--- src/rtl/mem_ctrl.sv ---
`default_nettype none
// +--------------------------------------------------------------------------+
// | Module      : mem_ctrl                                                   |
// | Description : Memory-access pipeline stage. Turns load/store requests    |
// |               from the ex/mem register into aligned word transactions on |
// |               a req/gnt/rvalid data bus, forms byte enables, replicates  |
// |               store data per lane, extends load data by access type and  |
// |               stalls upstream while a transaction is outstanding. ALU    |
// |               results pass through to writeback with one cycle latency.  |
// |               data_type_i encoding: 0 none, 1 byte, 2 ubyte, 3 half,     |
// |               4 uhalf, 5 word.                                           |
// | Revision    : 1.0 - initial release                                      |
// +--------------------------------------------------------------------------+
module mem_ctrl #(
  parameter int ADDR_W = 32,
  parameter int DATA_W = 32
) (
  input  logic              clk,
  input  logic              rst,
  input  logic              valid_i,
  input  logic              ex_w_reg_enable_i,
  input  logic              mem_w_reg_enable_i,
  input  logic [4:0]        w_reg_addr_i,
  input  logic [DATA_W-1:0] ex_w_reg_data_i,
  input  logic              r_mem_enable_i,
  input  logic [ADDR_W-1:0] r_mem_addr_i,
  input  logic              w_mem_enable_i,
  input  logic [ADDR_W-1:0] w_mem_addr_i,
  input  logic [DATA_W-1:0] w_mem_data_i,
  input  logic [2:0]        data_type_i,
  output logic              bus_req_o,
  output logic              bus_we_o,
  output logic [ADDR_W-1:0] bus_addr_o,
  output logic [3:0]        bus_be_o,
  output logic [DATA_W-1:0] bus_wdata_o,
  input  logic              bus_gnt_i,
  input  logic              bus_rvalid_i,
  input  logic [DATA_W-1:0] bus_rdata_i,
  output logic              stall_o,
  output logic              misalign_o,
  output logic              w_reg_enable_o,
  output logic [4:0]        w_reg_addr_o,
  output logic [DATA_W-1:0] w_reg_data_o
);

  localparam logic [2:0] DT_BYTE  = 3'd1;
  localparam logic [2:0] DT_UBYTE = 3'd2;
  localparam logic [2:0] DT_HALF  = 3'd3;
  localparam logic [2:0] DT_UHALF = 3'd4;
  localparam logic [2:0] DT_WORD  = 3'd5;

  localparam logic [1:0] SZ_B = 2'd0;
  localparam logic [1:0] SZ_H = 2'd1;
  localparam logic [1:0] SZ_W = 2'd2;

  typedef enum logic [1:0] {
    S_IDLE = 2'd0,
    S_REQ  = 2'd1,
    S_WAIT = 2'd2
  } state_t;

  state_t r_state;
  state_t w_next;

  logic              w_access;
  logic              w_store;
  logic [ADDR_W-1:0] w_addr;
  logic [1:0]        w_off;
  logic [1:0]        w_size;
  logic              w_legal;
  logic              w_accept;
  logic              w_stall;
  logic [3:0]        w_be;
  logic [DATA_W-1:0] w_wdata;
  logic [DATA_W-1:0] w_lane;
  logic [DATA_W-1:0] w_load;

  // Context of the accepted load, kept for formatting the returned data.
  logic [1:0]        r_off;
  logic [2:0]        r_dtype;
  logic [4:0]        r_rd;
  logic              r_ld_wen;

  // A store wins over the read enable execute also raises for stores.
  assign w_access = valid_i & (w_mem_enable_i | r_mem_enable_i);
  assign w_store  = w_mem_enable_i;
  assign w_addr   = w_store ? w_mem_addr_i : r_mem_addr_i;
  assign w_off    = w_addr[1:0];
  assign w_accept = (r_state == S_IDLE) & w_access & w_legal;

  // Decode access size; untyped accesses are treated as words.
  always_comb begin
    w_size = SZ_W;
    case (data_type_i)
      DT_BYTE, DT_UBYTE: w_size = SZ_B;
      DT_HALF, DT_UHALF: w_size = SZ_H;
      DT_WORD:           w_size = SZ_W;
      default:           w_size = SZ_W;
    endcase
  end

  // Alignment check, byte enables and lane-replicated store data.
  always_comb begin
    w_legal = 1'b1;
    w_be    = 4'b1111;
    w_wdata = w_mem_data_i;
    case (w_size)
      SZ_B: begin
        w_be    = 4'b0001 << w_off;
        w_wdata = {4{w_mem_data_i[7:0]}};
      end
      SZ_H: begin
        w_legal = ~w_off[0];
        w_be    = 4'b0011 << w_off;
        w_wdata = {2{w_mem_data_i[15:0]}};
      end
      default: begin
        w_legal = (w_off == 2'b00);
        w_be    = 4'b1111;
        w_wdata = w_mem_data_i;
      end
    endcase
  end

  // Shift the addressed lane down and extend it by the captured access type.
  assign w_lane = bus_rdata_i >> {r_off, 3'b000};
  always_comb begin
    w_load = w_lane;
    case (r_dtype)
      DT_BYTE:  w_load = {{24{w_lane[7]}}, w_lane[7:0]};
      DT_UBYTE: w_load = {24'd0, w_lane[7:0]};
      DT_HALF:  w_load = {{16{w_lane[15]}}, w_lane[15:0]};
      DT_UHALF: w_load = {16'd0, w_lane[15:0]};
      default:  w_load = w_lane;
    endcase
  end

  // State register.
  always_ff @(posedge clk) begin
    if (rst) r_state <= S_IDLE;
    else     r_state <= w_next;
  end

  // Next-state logic and stall; stall drops in the load completion cycle.
  always_comb begin
    w_next  = r_state;
    w_stall = 1'b0;
    case (r_state)
      S_IDLE: begin
        if (w_access & w_legal) begin
          w_next  = S_REQ;
          w_stall = 1'b1;
        end
      end
      S_REQ: begin
        w_stall = 1'b1;
        if (bus_gnt_i) w_next = bus_we_o ? S_IDLE : S_WAIT;
      end
      S_WAIT: begin
        if (bus_rvalid_i) w_next  = S_IDLE;
        else              w_stall = 1'b1;
      end
      default: w_next = S_IDLE;
    endcase
  end

  assign stall_o = w_stall & ~rst;

  // Bus request registers, loaded on acceptance and held until granted.
  always_ff @(posedge clk) begin
    if (rst) begin
      bus_req_o   <= 1'b0;
      bus_we_o    <= 1'b0;
      bus_addr_o  <= '0;
      bus_be_o    <= 4'b0000;
      bus_wdata_o <= '0;
      r_off       <= 2'b00;
      r_dtype     <= 3'd0;
      r_rd        <= 5'd0;
      r_ld_wen    <= 1'b0;
    end else if (w_accept) begin
      bus_req_o   <= 1'b1;
      bus_we_o    <= w_store;
      bus_addr_o  <= {w_addr[ADDR_W-1:2], 2'b00};
      bus_be_o    <= w_be;
      bus_wdata_o <= w_wdata;
      r_off       <= w_off;
      r_dtype     <= data_type_i;
      r_rd        <= w_reg_addr_i;
      r_ld_wen    <= mem_w_reg_enable_i;
    end else if ((r_state == S_REQ) && bus_gnt_i) begin
      bus_req_o   <= 1'b0;
    end
  end

  // Writeback and misalign pulse: ALU pass-through, load return, dropped access.
  always_ff @(posedge clk) begin
    if (rst) begin
      w_reg_enable_o <= 1'b0;
      w_reg_addr_o   <= 5'd0;
      w_reg_data_o   <= '0;
      misalign_o     <= 1'b0;
    end else begin
      w_reg_enable_o <= 1'b0;
      misalign_o     <= 1'b0;
      if ((r_state == S_IDLE) && valid_i) begin
        if (!w_access) begin
          w_reg_enable_o <= ex_w_reg_enable_i;
          w_reg_addr_o   <= w_reg_addr_i;
          w_reg_data_o   <= ex_w_reg_data_i;
        end else if (!w_legal) begin
          misalign_o     <= 1'b1;
        end
      end else if ((r_state == S_WAIT) && bus_rvalid_i) begin
        w_reg_enable_o <= r_ld_wen;
        w_reg_addr_o   <= r_rd;
        w_reg_data_o   <= w_load;
      end
    end
  end

endmodule
`default_nettype wire
--- config.mk ---
export PLATFORM = sky130hd
export DESIGN_NAME = mem_ctrl
export DESIGN_NICKNAME = d
export VERILOG_FILES = /design/src/rtl/mem_ctrl.sv
export SDC_FILE = /design/constraint.sdc
export NUM_CORES = 1
export LEC_CHECK = 0
export ABC_CLOCK_PERIOD_IN_PS = 2600
export CORE_MARGIN = 3
export CORE_UTILIZATION = 30
export CTS_CLUSTER_SIZE = 10
export DETAILED_ROUTE_END_ITERATION = 10
export SYNTH_ARGS = -nofsm -noshare
export SYNTH_HDL_FRONTEND = slang
export SYNTH_SLANG_ARGS = --single-unit
--- constraint.sdc ---
create_clock -name clk -period 2.6 [get_ports clk]
set_input_delay 0.52 -clock clk [delete_from_list [all_inputs] [get_ports clk]]
set_output_delay 0.52 -clock clk [all_outputs]
set_load 0.005 [all_outputs]
Word level (Yosys, flattened, before mapping)
Cells that the tools add are included.
{ "word_totals": {"ff_bits": 120, "input_bits": 177, "out_inout_bits": 110, "wordCells": 81} }
{ "classes": {"n_eq_ne": 15, "shift": 3, "n_mux": 26, "bitwise": 10, "reduce_logical": 13} }
{ "ops": {"columns": ["cell", "count"], "rows": [
  ["two-way mux 32 bit", 4],
  ["one-hot mux 32 bit (4 select lines)", 1],
  ["one-hot mux 32 bit (2 select lines)", 1],
  ["right shift 32 x 5 -> 32 bit", 1],
  ["two-way mux 5 bit", 3],
  ["equality test 3 x 2 -> 1 bit, second input constant", 4],
  ["two-way mux 1 bit", 8],
  ["two-way mux 2 bit", 4],
  ["one-hot mux 4 bit (2 select lines)", 1],
  ["equality test 3 x 1 -> 1 bit, second input constant", 2],
  ["equality test 3 bit, second input constant", 2],
  ["zero test 2 bit", 3],
  ["!= test 2 bit, second input constant", 3],
  ["one-hot mux 2 bit (3 select lines)", 1],
  ["AND 1 bit", 5],
  ["equality test 2 x 1 -> 1 bit, second input constant", 2],
  ["NOT 1 bit", 4],
  ["one-hot mux 2 bit (2 select lines)", 1],
  ["nonzero test 2 bit", 2],
  ["OR reduction 2 bit", 2],
  ["left shift 1 x 2 -> 4 bit, first input constant", 1],
  ["left shift 2 x 2 -> 4 bit, first input constant", 1],
  ["logical AND 1 bit", 3],
  ["one-hot mux 1 bit (3 select lines)", 1],
  ["other kinds (7)", 7]
]} }

Logic depth before layout (Yosys ltp)
Gate-level depths: netlist of run 1.
{ "depth": {"ltp_word": 9, "depth_mapped": 9, "ltp_nobuf": 5} }

Worst setup path before layout of run 1
No wires, ideal clock.
{ "synth_timing": {"path_kind": "input-to-output", "startpoint": "in data_type_i[0]", "endpoint": "out stall_o", "t_arrival_ns": 1.849, "t_required_ns": 2.080, "slack_ns": 0.231, "stages": 8, "n_path_buf": 3, "cell_sequence": "buf_2 nor3b_4 o21ai_1 a31oi_4 buf_6 buf_2 nor2_1 nor2_1"} }
{ "synth_between": {"elab_chain_cells": 9, "elab_cells_between_ends": 14, "classes_between": "eq/ne: 5; mux: 4; bitwise: 2; reduce/logical: 3"} }
{ "synth_rtl": {"columns": ["item", "line", "rtl"], "rows": [
  ["start, declared", "30", "input logic [2:0] data_type_i,"],
  ["equality test 3 x 2 -> 1 bit, or another cell as far along", "94", "case (data_type_i)"],
  ["OR reduction 2 bit", "94", null],
  ["one-hot mux 2 bit (2 select lines) *", "94", null],
  ["equality test 2 x 1 -> 1 bit / zero test 2 bit (equally long branches)", "107", "case (w_size)"],
  ["one-hot mux 1 bit (2 select lines) *", "107", null],
  ["AND 1 bit *", "150", "if (w_access & w_legal) begin"],
  ["two-way mux 1 bit *", "150", null],
  ["one-hot mux 1 bit (3 select lines) *", "148", "case (r_state)"],
  ["AND 1 bit *", "167", "assign stall_o = w_stall & ~rst;"],
  ["end, declared", "39", "output logic stall_o,"]
]} }
Mark *: on every way between the ends. The rest lies on a longest branch, timed or not.

Final worst setup path of run 1
{ "layout_timing": {"startpoint": "in w_mem_addr_i[1]", "endpoint": "out stall_o"} }
{ "layout_between": {"elab_chain_cells": 7} }
{ "layout_rtl": {"columns": ["item", "line", "rtl"], "rows": [
  ["start, declared", "28", "input logic [ADDR_W-1:0] w_mem_addr_i,"],
  ["two-way mux 32 bit", "87", "assign w_addr = w_store ? w_mem_addr_i : r_mem_addr_i;"],
  ["zero test 2 bit", "118", "w_legal = (w_off == 2'b00);"],
  ["one-hot mux 1 bit (2 select lines)", "107", null],
  ["AND 1 bit", "150", null],
  ["two-way mux 1 bit", "150", null],
  ["one-hot mux 1 bit (3 select lines)", "148", null],
  ["AND 1 bit", "167", null]
]} }
No other way between the ends.

==> flow_metrics.tcl, run 1 <==
set metrics [dict create \
    outcome "finished, final reports clean" \
    max_clock_freq_mhz 400 \
    clock-sinks 120 \
    antenna_found_initial 2 \
    peakVddDrop_mv 0.387 \
    worstSetupPathType "in -> out" \
    ys_seq_area_share_pct 39.2 \
    cp_data_arrival_time_ns 1.98 \
    fillers 1893 \
    cp_slowest_cell "clkdlybuf4s50_1" \
    clk_pin_slew_ns 0.06 \
    gp_congestion 0.813 \
    yosysWarningCount 0 \
    final_common_cell "clkdlybuf4s50_1" \
    cts_buffers 17 \
    hold_violations 0 \
    maxSlewViolCount 0 \
    start_kind "input port" \
    cts_tree "built" \
    portBuffers 284 \
    instances_no_fill 1255 \
    cp_max_fo 2 \
    netlist_area_mm2 0.00613 \
    crit_chain "clkdlybuf4s50_1 -> mux2i_2 -> buf_4 -> nand2_1 -> a31oi_4 -> nor2_1 -> nor2_2 -> clkdlybuf4s15_2" \
    die_x_um 149 \
    cts_setup_buffers 0 \
    drt-initial-drc-count 307 \
    dieArea_mm2 0.0222 \
    clock_skew_ns 0.00849 \
    fin_ws_ns 0.0974 \
    finalCriticalPeriod_ns 2.50 \
    ys_ff_latch 120 \
    syn_area_per_cell_um2 8.77 \
    start_util_pct 31.0 \
    grt_overflow 0 \
    hpwl_mm 16.2 \
    cp.required_ns 2.08 \
    fin_crit_sh_pct 96.3 \
    final_cell_mix "clkdlybuf4s50_1, nor2_1, dfxtp_1, mux2i_1, a211oi_1" \
    rsz0062_at_grt "false" \
    cts_hold_buf 0 \
    grt_max_degree 114 \
    worst_pin_slew_ns 0.732 \
    setup_violations 0 \
    multiInputGateArea_mm2 0.00333 \
    track_usage_pct 18.9 \
    vias 6041 \
    rows 51 \
    routed_wl_mm 21.5 \
    crit_path_end_kind "output port" \
    synth_area_leaders "dfxtp_1, mux2i_1, nor2_1" \
    p_leak_nw 3.59 \
    whs_ns 0.456 \
    maxCapViolations 0 \
    drive_above_1_share_pct 9.60 \
    syn_inst 699 \
    ys.flop_type "dfxtp_1" \
    grt_first_pass_wirelength_mm 33.0 \
    antenna-diode-count 0 \
    clock_path_buffers 2 \
    post-route-drc-count 0 \
    async_reset_ff_share_pct 0 \
    place_inst 1223 \
    seqCellArea_mm2 0.00240 \
    synth.top_cell.area_share_pct 39.2 \
    slew_headroom_pct 50.9 \
    hp-class "reg -> reg" \
    drtAntennaViolNets 0 \
    clk_latency_ns 0.41 \
    wl_per_cell_um 17.1 \
    synth-edff-count 0 \
    dpl_worst_slack_ns -0.345 \
    detail_route.vias_per_cell 4.81 \
    yosysTopAreaCell "dfxtp_1" \
    core_area_mm2 0.0198 \
    powerDensity_mw_per_mm2 587 \
    drtPass1Iterations 8 \
    htreeDepth 4 \
    synth.distinct_cells 49 \
    grt_pass1_vias 5913 \
    root_buffer "clkbuf_16" \
    chipHeight_um 149 \
    syn_to_final_growth_pct 61.3 \
    io_pins 287 \
    max_stage_delay_ns 0.41 \
    nets 1154 \
]
final cells by class:
class / count / area share (%)
Sequential cell: 120 / 24.3
Clock buffer: 18 / 4.44
Inverter: 20 / 0.760
Clock inverter: 14 / 1.51
Timing Repair Buffer: 321 / 32.0
Multi-Input combinational cell: 497 / 33.6
Tap cell: 265 / 3.35
metal layers:
layer  global-route usage (%)  vias to the layer above  part of all wire (%)
li1                         -                     3096                     -
met1                     24.9                     2747                    44
met2                     30.8                      175                    49
met3                     5.20                       19                   6.3
met4                     4.67                        4                   1.3
met5                        0                        -                  0.13
critical path: cells and delay by family:
family                 cells  cell delay [ns]
buffers and inverters      3             0.79
AO/OA/AOI/OAI              1             0.20
multiplexers               1             0.15
AND/OR/NAND/NOR            3             0.31
kinds of logic after synthesis:
family,synth area share (%)
AOI/OAI and AO/OA,20.8
xor gates and xnor gates,0.837
buffers and inverters,6.64
DFF,39.2
muxes,16.8
other,0.0612
and+or+nand+nor,15.7
state kept, by name (all words and copies together) (netlist names):
register,flops
w_reg_enable_o,1
bus_we_o,1
bus_be_o,4
w_reg_addr_o,5
w_reg_data_o,32
bus_addr_o,30
misalign_o,1
r_state,2
r_off,2
bus_req_o,1
r_ld_wen,1
r_rd,5
bus_wdata_o,32
r_dtype,3
path summary, 6_finish.rpt:
check | cells after the start | slack [ns] | startpoint | to
worst max-delay path | 8 | 0.1 | w_mem_addr_i[1] | stall_o
worst min register to register | 2 | 0.46 | w_reg_data_o[18]$_SDFFE_PP0P_ | w_reg_data_o[18]$_SDFFE_PP0P_
worst min-delay path | 2 | 0.46 | w_reg_data_o[18]$_SDFFE_PP0P_ | w_reg_data_o[18]$_SDFFE_PP0P_
worst max register to register | 5 | 0.52 | r_dtype[1]$_SDFFE_PP0P_ | w_reg_data_o[24]$_SDFFE_PP0P_
power breakdown:
group | switching, W | total [W] | internal (W)
Sequential | 0.0000802 | 0.00206 | 0.00198
Combinational | 0.000624 | 0.00140 | 0.000773
Clock | 0.000902 | 0.00234 | 0.00144
stage by stage:
stage / utilization, % / cell area, µm² / total power, W / TNS [ns]
floorplan: - / 6130 / 0.00276 / 0
global placement: 47.0 / 9300 / 0.00350 / -0.358
detailed placement: 47.0 / 9300 / 0.00351 / -0.573
CTS: 49.9 / 9880 / 0.00588 / 0
global route: 50.0 / 9880 / 0.00610 / 0
finish: 50.0 / 9880 / 0.00580 / 0
timing repair:
action,4_1_cts,5_1_grt
cloned,0,0
resized for setup,6,1
endpoints found under the setup margin,1,1
pin swaps,1,0
synthesized netlist by cell type, types with 2 or more instances:
| library cell | number |
|---|---|
| a21oi_1 | 31 |
| buf_2 | 22 |
| buf_4 | 4 |
| nand2_1 | 36 |
| nor3b_4 | 2 |
| nand3b_1 | 9 |
| o32ai_1 | 16 |
| mux2_2 | 10 |
| nor2_4 | 2 |
| a311oi_1 | 14 |
| nor2b_1 | 7 |
| o22ai_1 | 2 |
| inv_1 | 20 |
| xnor2_1 | 2 |
| o21ai_0 | 15 |
| nor3_1 | 7 |
| o21ai_1 | 2 |
| xor2_1 | 2 |
| buf_1 | 3 |
| nand4_1 | 2 |
| a222oi_1 | 2 |
| a32oi_1 | 8 |
| nand3_1 | 3 |
| a211oi_1 | 56 |
| clkbuf_1 | 27 |
| buf_6 | 7 |
| dfxtp_1 | 120 |
| o211ai_1 | 9 |
| mux2i_1 | 88 |
| o21a_1 | 3 |
| nand2b_1 | 5 |
| o41ai_1 | 7 |
| nor2_1 | 140 |
No activity file was read; power rests on OpenSTA's default activity.
==> run 2: changes to the inputs <==
--- a/config.mk
+++ b/config.mk
@@ -8,6 +8,7 @@
 export ABC_CLOCK_PERIOD_IN_PS = 2600
 export CORE_MARGIN = 3
 export CORE_UTILIZATION = 30
+export CTS_BUF_LIST = sky130_fd_sc_hd__clkbuf_4
 export CTS_CLUSTER_SIZE = 10
 export DETAILED_ROUTE_END_ITERATION = 10
 export SYNTH_ARGS = -nofsm -noshare
==> flow_metrics.tcl, run 2 (synthesized netlist as in run 1, its figures left out) <==
set metrics [dict create \
    drt-initial-drc-count 273 \
    grt_max_degree 114 \
    p_leak_nw 3.45 \
    fin_ws_ns 0.0894 \
    hp-class "reg -> reg" \
    outcome "finished, final reports clean" \
    maxSlewViolCount 0 \
    clock-sinks 120 \
    dpl_worst_slack_ns -0.345 \
    cp_max_fo 2 \
    slew_headroom_pct 50.0 \
    fin_crit_sh_pct 96.6 \
    r2r_setup_slack_ns 0.49 \
    place_area_mm2 0.00930 \
    drtAntennaViolNets 0 \
    tns_ns 0 \
    antenna_found_initial 3 \
    hold_violations 0 \
    finalCriticalPeriod_ns 2.51 \
    whs_ns 0.463 \
    worstSetupPathType "in -> out" \
    cp.required_ns 2.08 \
    top_regs "bus_wdata_o: 32 flops, w_reg_data_o: 32 flops, bus_addr_o: 30 flops" \
    vias 6043 \
    clock_path_buffers 2 \
    drtPass1Iterations 4 \
    core_area_mm2 0.0198 \
    rows 51 \
    setup_violations 0 \
    track_usage_pct 18.8 \
    die_x_um 149 \
    cts_setup_buffers 0 \
    htreeDepth 4 \
    maxCapViolations 0 \
    post-route-drc-count 0 \
    start_util_pct 31.0 \
    chipHeight_um 149 \
    grt_first_pass_wirelength_mm 32.9 \
    cp_data_arrival_time_ns 1.99 \
    total_power_w 0.00482 \
    peakVddDrop_mv 0.233 \
    gp_congestion 0.813 \
    io_pins 287 \
    routed_wl_mm 21.4 \
    wl_per_cell_um 17.1 \
    syn_to_final_growth_pct 56.3 \
    clock_skew_ns 0.0213 \
    clk_latency_ns 0.54 \
    final_common_cell "clkdlybuf4s50_1" \
    start_kind "input port" \
    clk_pin_slew_ns 0.11 \
    cts_tree "built" \
    detail_route.vias_per_cell 4.81 \
    root_buffer "clkbuf_4" \
    nets 1154 \
    portBuffers 284 \
    final_cell_mix "clkdlybuf4s50_1, nor2_1, dfxtp_1, mux2i_1, a211oi_1" \
    grt_pass1_vias 5899 \
    max_clock_freq_mhz 398 \
    fin_area_mm2 0.00958 \
    powerDensity_mw_per_mm2 503 \
    crit_path_end_kind "output port" \
    worst_pin_slew_ns 0.746 \
    grt_overflow 0 \
    drive_above_1_share_pct 9.49 \
    cts_buffers 17 \
    cts_hold_buf 0 \
    dieArea_mm2 0.0222 \
    hpwl_mm 16.2 \
    rsz0062_at_grt "false" \
]
==> run 2: changes by cell type in the layout (fill, tap and decap cells not counted), sizes merged <==
cell / before / now
clkbuf: 18 / 17
clkinv: 5 / 6
diode: 0 / 1
==> run 2: routing by layer <==
metal,wire [µm],GRT usage [%],vias up
met2,10400,30.8,168
met3,1390,4.89,24
met5,27,0,-
met4,312,4.85,4
met1,9320,24.8,2757
li1,-,-,3090
==> run 2: worst paths after layout <==
check | start | endpoint | cells past startpoint
setup reg to reg | r_dtype[1]$_SDFFE_PP0P_ | w_reg_data_o[25]$_SDFFE_PP0P_ | 5
hold reg to reg | w_reg_data_o[31]$_SDFFE_PP0P_ | w_reg_data_o[31]$_SDFFE_PP0P_ | 2
setup / recovery | r_mem_addr_i[1] | stall_o | 8
hold / removal | w_reg_data_o[31]$_SDFFE_PP0P_ | w_reg_data_o[31]$_SDFFE_PP0P_ | 2
==> run 2: report_power, final <==
group | total, W | switching [W] | internal (W)
Clock | 0.00136 | 0.000786 | 0.000571
Sequential | 0.00206 | 0.0000805 | 0.00198
Combinational | 0.00140 | 0.000625 | 0.000773
Total | 0.00482 | 0.00149 | 0.00332
==> run 2: timing repair <==
action	4_1_cts	5_1_grt
pin swaps	1	0
gates resized for setup	6	1
endpoints found under the setup margin	1	1
gates cloned	0	0
==> run 2: layout make-up <==
| cell class | count | area (µm²) |
|---|---|---|
| Clock inverter | 15 | 153 |
| Clock buffer | 17 | 128 |
| Tap cell | 265 | 332 |
| Antenna cell | 1 | 2.50 |
| Fill cell | 1931 | 10200 |
| Sequential cell | 120 | 2400 |
| Inverter | 20 | 75.1 |
| Timing Repair Buffer | 321 | 3160 |
| Multi-Input combinational cell | 497 | 3330 |
==> run 2: through the flow <==
step                utilization (%)  cells
floorplan                         -    700
global placement               47.0   1223
detailed placement             47.0   1223
CTS                            48.4   1255
global route                   48.4   1256
finish                         48.4   1256
==> run 2: critical path, stage by stage <==
cell             delay [ns]
clkdlybuf4s50_1        0.41
mux2i_2                0.15
buf_4                  0.16
nand2_1                0.10
a31oi_4                0.21
nor2_1                 0.07
nor2_2                 0.14
clkdlybuf4s15_2        0.23
==> run 3: changes to the inputs <==
--- a/config.mk
+++ b/config.mk
@@ -8,9 +8,10 @@
 export ABC_CLOCK_PERIOD_IN_PS = 2600
 export CORE_MARGIN = 3
 export CORE_UTILIZATION = 30
-export CTS_BUF_LIST = sky130_fd_sc_hd__clkbuf_4
+export CTS_BUF_LIST = sky130_fd_sc_hd__clkbuf_16
 export CTS_CLUSTER_SIZE = 10
 export DETAILED_ROUTE_END_ITERATION = 10
+export SLEW_MARGIN = 20
 export SYNTH_ARGS = -nofsm -noshare
 export SYNTH_HDL_FRONTEND = slang
 export SYNTH_SLANG_ARGS = --single-unit
==> flow_metrics.tcl, run 3 (synthesized netlist as in run 1, its figures left out) <==
set metrics [dict create \
    total_power_w 0.00578 \
    cp_slowest_cell "clkdlybuf4s50_1" \
    final_cell_mix "clkdlybuf4s50_1, nor2_1, dfxtp_1, mux2i_1, a211oi_1" \
    wl_per_cell_um 17.1 \
    clock-sinks 120 \
    vias 6043 \
    grt_max_degree 114 \
    rows 51 \
    portBuffers 284 \
    maxCapViolations 0 \
    antenna-diode-count 0 \
    start_util_pct 31.0 \
    cts_tree "built" \
    worstSetupPathType "in -> out" \
    hp-class "reg -> reg" \
    core_area_mm2 0.0198 \
    crit_path_end_kind "output port" \
    route.met2.wl_mm 10.5 \
    outcome "finished, final reports clean" \
    cts_buffers 17 \
    clock_skew_ns 0.00846 \
    place_inst 1223 \
    cp.required_ns 2.08 \
    post-route-drc-count 0 \
    io_pins 287 \
    max_stage_delay_ns 0.41 \
    nets 1154 \
    detail_route.vias_per_cell 4.82 \
    start_kind "input port" \
    setup_violations 0 \
    slew_headroom_pct 50.9 \
    gp_congestion 0.813 \
    powerDensity_mw_per_mm2 585 \
    root_buffer "clkbuf_16" \
    wl_met1_mm 9.32 \
    rsz0062_at_grt "false" \
    top_regs "bus_wdata_o: 32 flops, w_reg_data_o: 32 flops, bus_addr_o: 30 flops" \
    clock_path_buffers 2 \
    drtPass1Iterations 5 \
    die_x_um 149 \
    instances_no_fill 1255 \
    max_clock_freq_mhz 400 \
    chipHeight_um 149 \
    drtAntennaViolNets 0 \
    clk_pin_slew_ns 0.06 \
    fin_crit_sh_pct 96.3 \
    hold_violations 0 \
    hpwl_mm 16.2 \
    maxSlewViolCount 0 \
    final_common_cell "clkdlybuf4s50_1" \
    antenna_found_initial 2 \
    grt_overflow 0 \
    syn_to_final_growth_pct 61.1 \
    drive_above_1_share_pct 9.49 \
    track_usage_pct 18.9 \
    cp_max_fo 2 \
    clk_latency_ns 0.41 \
    routed.top_layer "met5" \
    routed_wl_mm 21.5 \
    peakVddDrop_mv 0.391 \
    htreeDepth 4 \
    final_util_pct 49.9 \
    dieArea_mm2 0.0222 \
    crit_chain "clkdlybuf4s50_1 -> mux2i_2 -> buf_4 -> nand2_1 -> a31oi_4 -> nor2_1 -> nor2_2 -> clkdlybuf4s15_2" \
    worst_pin_slew_ns 0.732 \
    cp_data_arrival_time_ns 1.98 \
    drt-initial-drc-count 307 \
    finalCriticalPeriod_ns 2.50 \
    p_leak_nw 3.58 \
    cts_setup_buffers 0 \
    grt_first_pass_wirelength_mm 33.0 \
    grt_pass1_vias 5913 \
    wl_met3_mm 1.37 \
]
run 3: through the flow:
stage / area (µm²) / setup TNS (ns) / setup WS [ns] / hold slack, ns
2_1_floorplan: 6130 / 0 / 0.231 / 0.449
3_3_place_gp: 9300 / -0.358 / -0.358 / 0.441
3_5_place_dp: 9300 / -0.573 / -0.345 / 0.448
4_1_cts: 9870 / 0 / 0.0533 / 0.457
5_1_grt: 9870 / 0 / 0.0184 / 0.479
6_report: 9870 / 0 / 0.0974 / 0.456
run 3: timing repair:
action                                  CTS  global route
hold buffers                              0             0
pin swaps                                 1             0
gates cloned                              0             0
resized for setup                         6             1
endpoints found under the setup margin    1             1
run 3: report_power, final:
group          switching, W  internal (W)  total [W]
Clock              0.000904       0.00141    0.00232
Combinational      0.000625      0.000773    0.00140
Sequential        0.0000802       0.00198    0.00206
Total               0.00161       0.00417    0.00578
run 3: routing by layer:
layer | up-vias | track usage (%)
met5 | - | 0
met2 | 174 | 30.8
met4 | 4 | 4.67
met1 | 2751 | 24.9
met3 | 19 | 5.20
li1 | 3095 | -
run 3: worst max-delay path, delay by kind of cell:
kind	cells	cell delay (ns)
buffers and inverters	3	0.79
and+or+nand+nor	3	0.31
AOI/OAI and AO/OA	1	0.20
muxes	1	0.15
run 3: worst paths after layout:
check | start | end | slack, ns | depth (start not counted)
worst max-delay path | w_mem_addr_i[1] | stall_o | 0.1 | 8
worst min-delay path | w_reg_data_o[18]$_SDFFE_PP0P_ | w_reg_data_o[18]$_SDFFE_PP0P_ | 0.46 | 2
worst max register to register | r_dtype[1]$_SDFFE_PP0P_ | w_reg_data_o[24]$_SDFFE_PP0P_ | 0.52 | 5
worst min register to register | w_reg_data_o[18]$_SDFFE_PP0P_ | w_reg_data_o[18]$_SDFFE_PP0P_ | 0.46 | 2
run 3: layout make-up:
cell class,instances,area (µm²)
inverters,20,75.1
repair buffers,321,3160
clock inverters,15,153
fillers,1892,9910
well taps,265,332
flip-flops and latches,120,2400
clock buffers,17,425
multi-input cells,497,3330
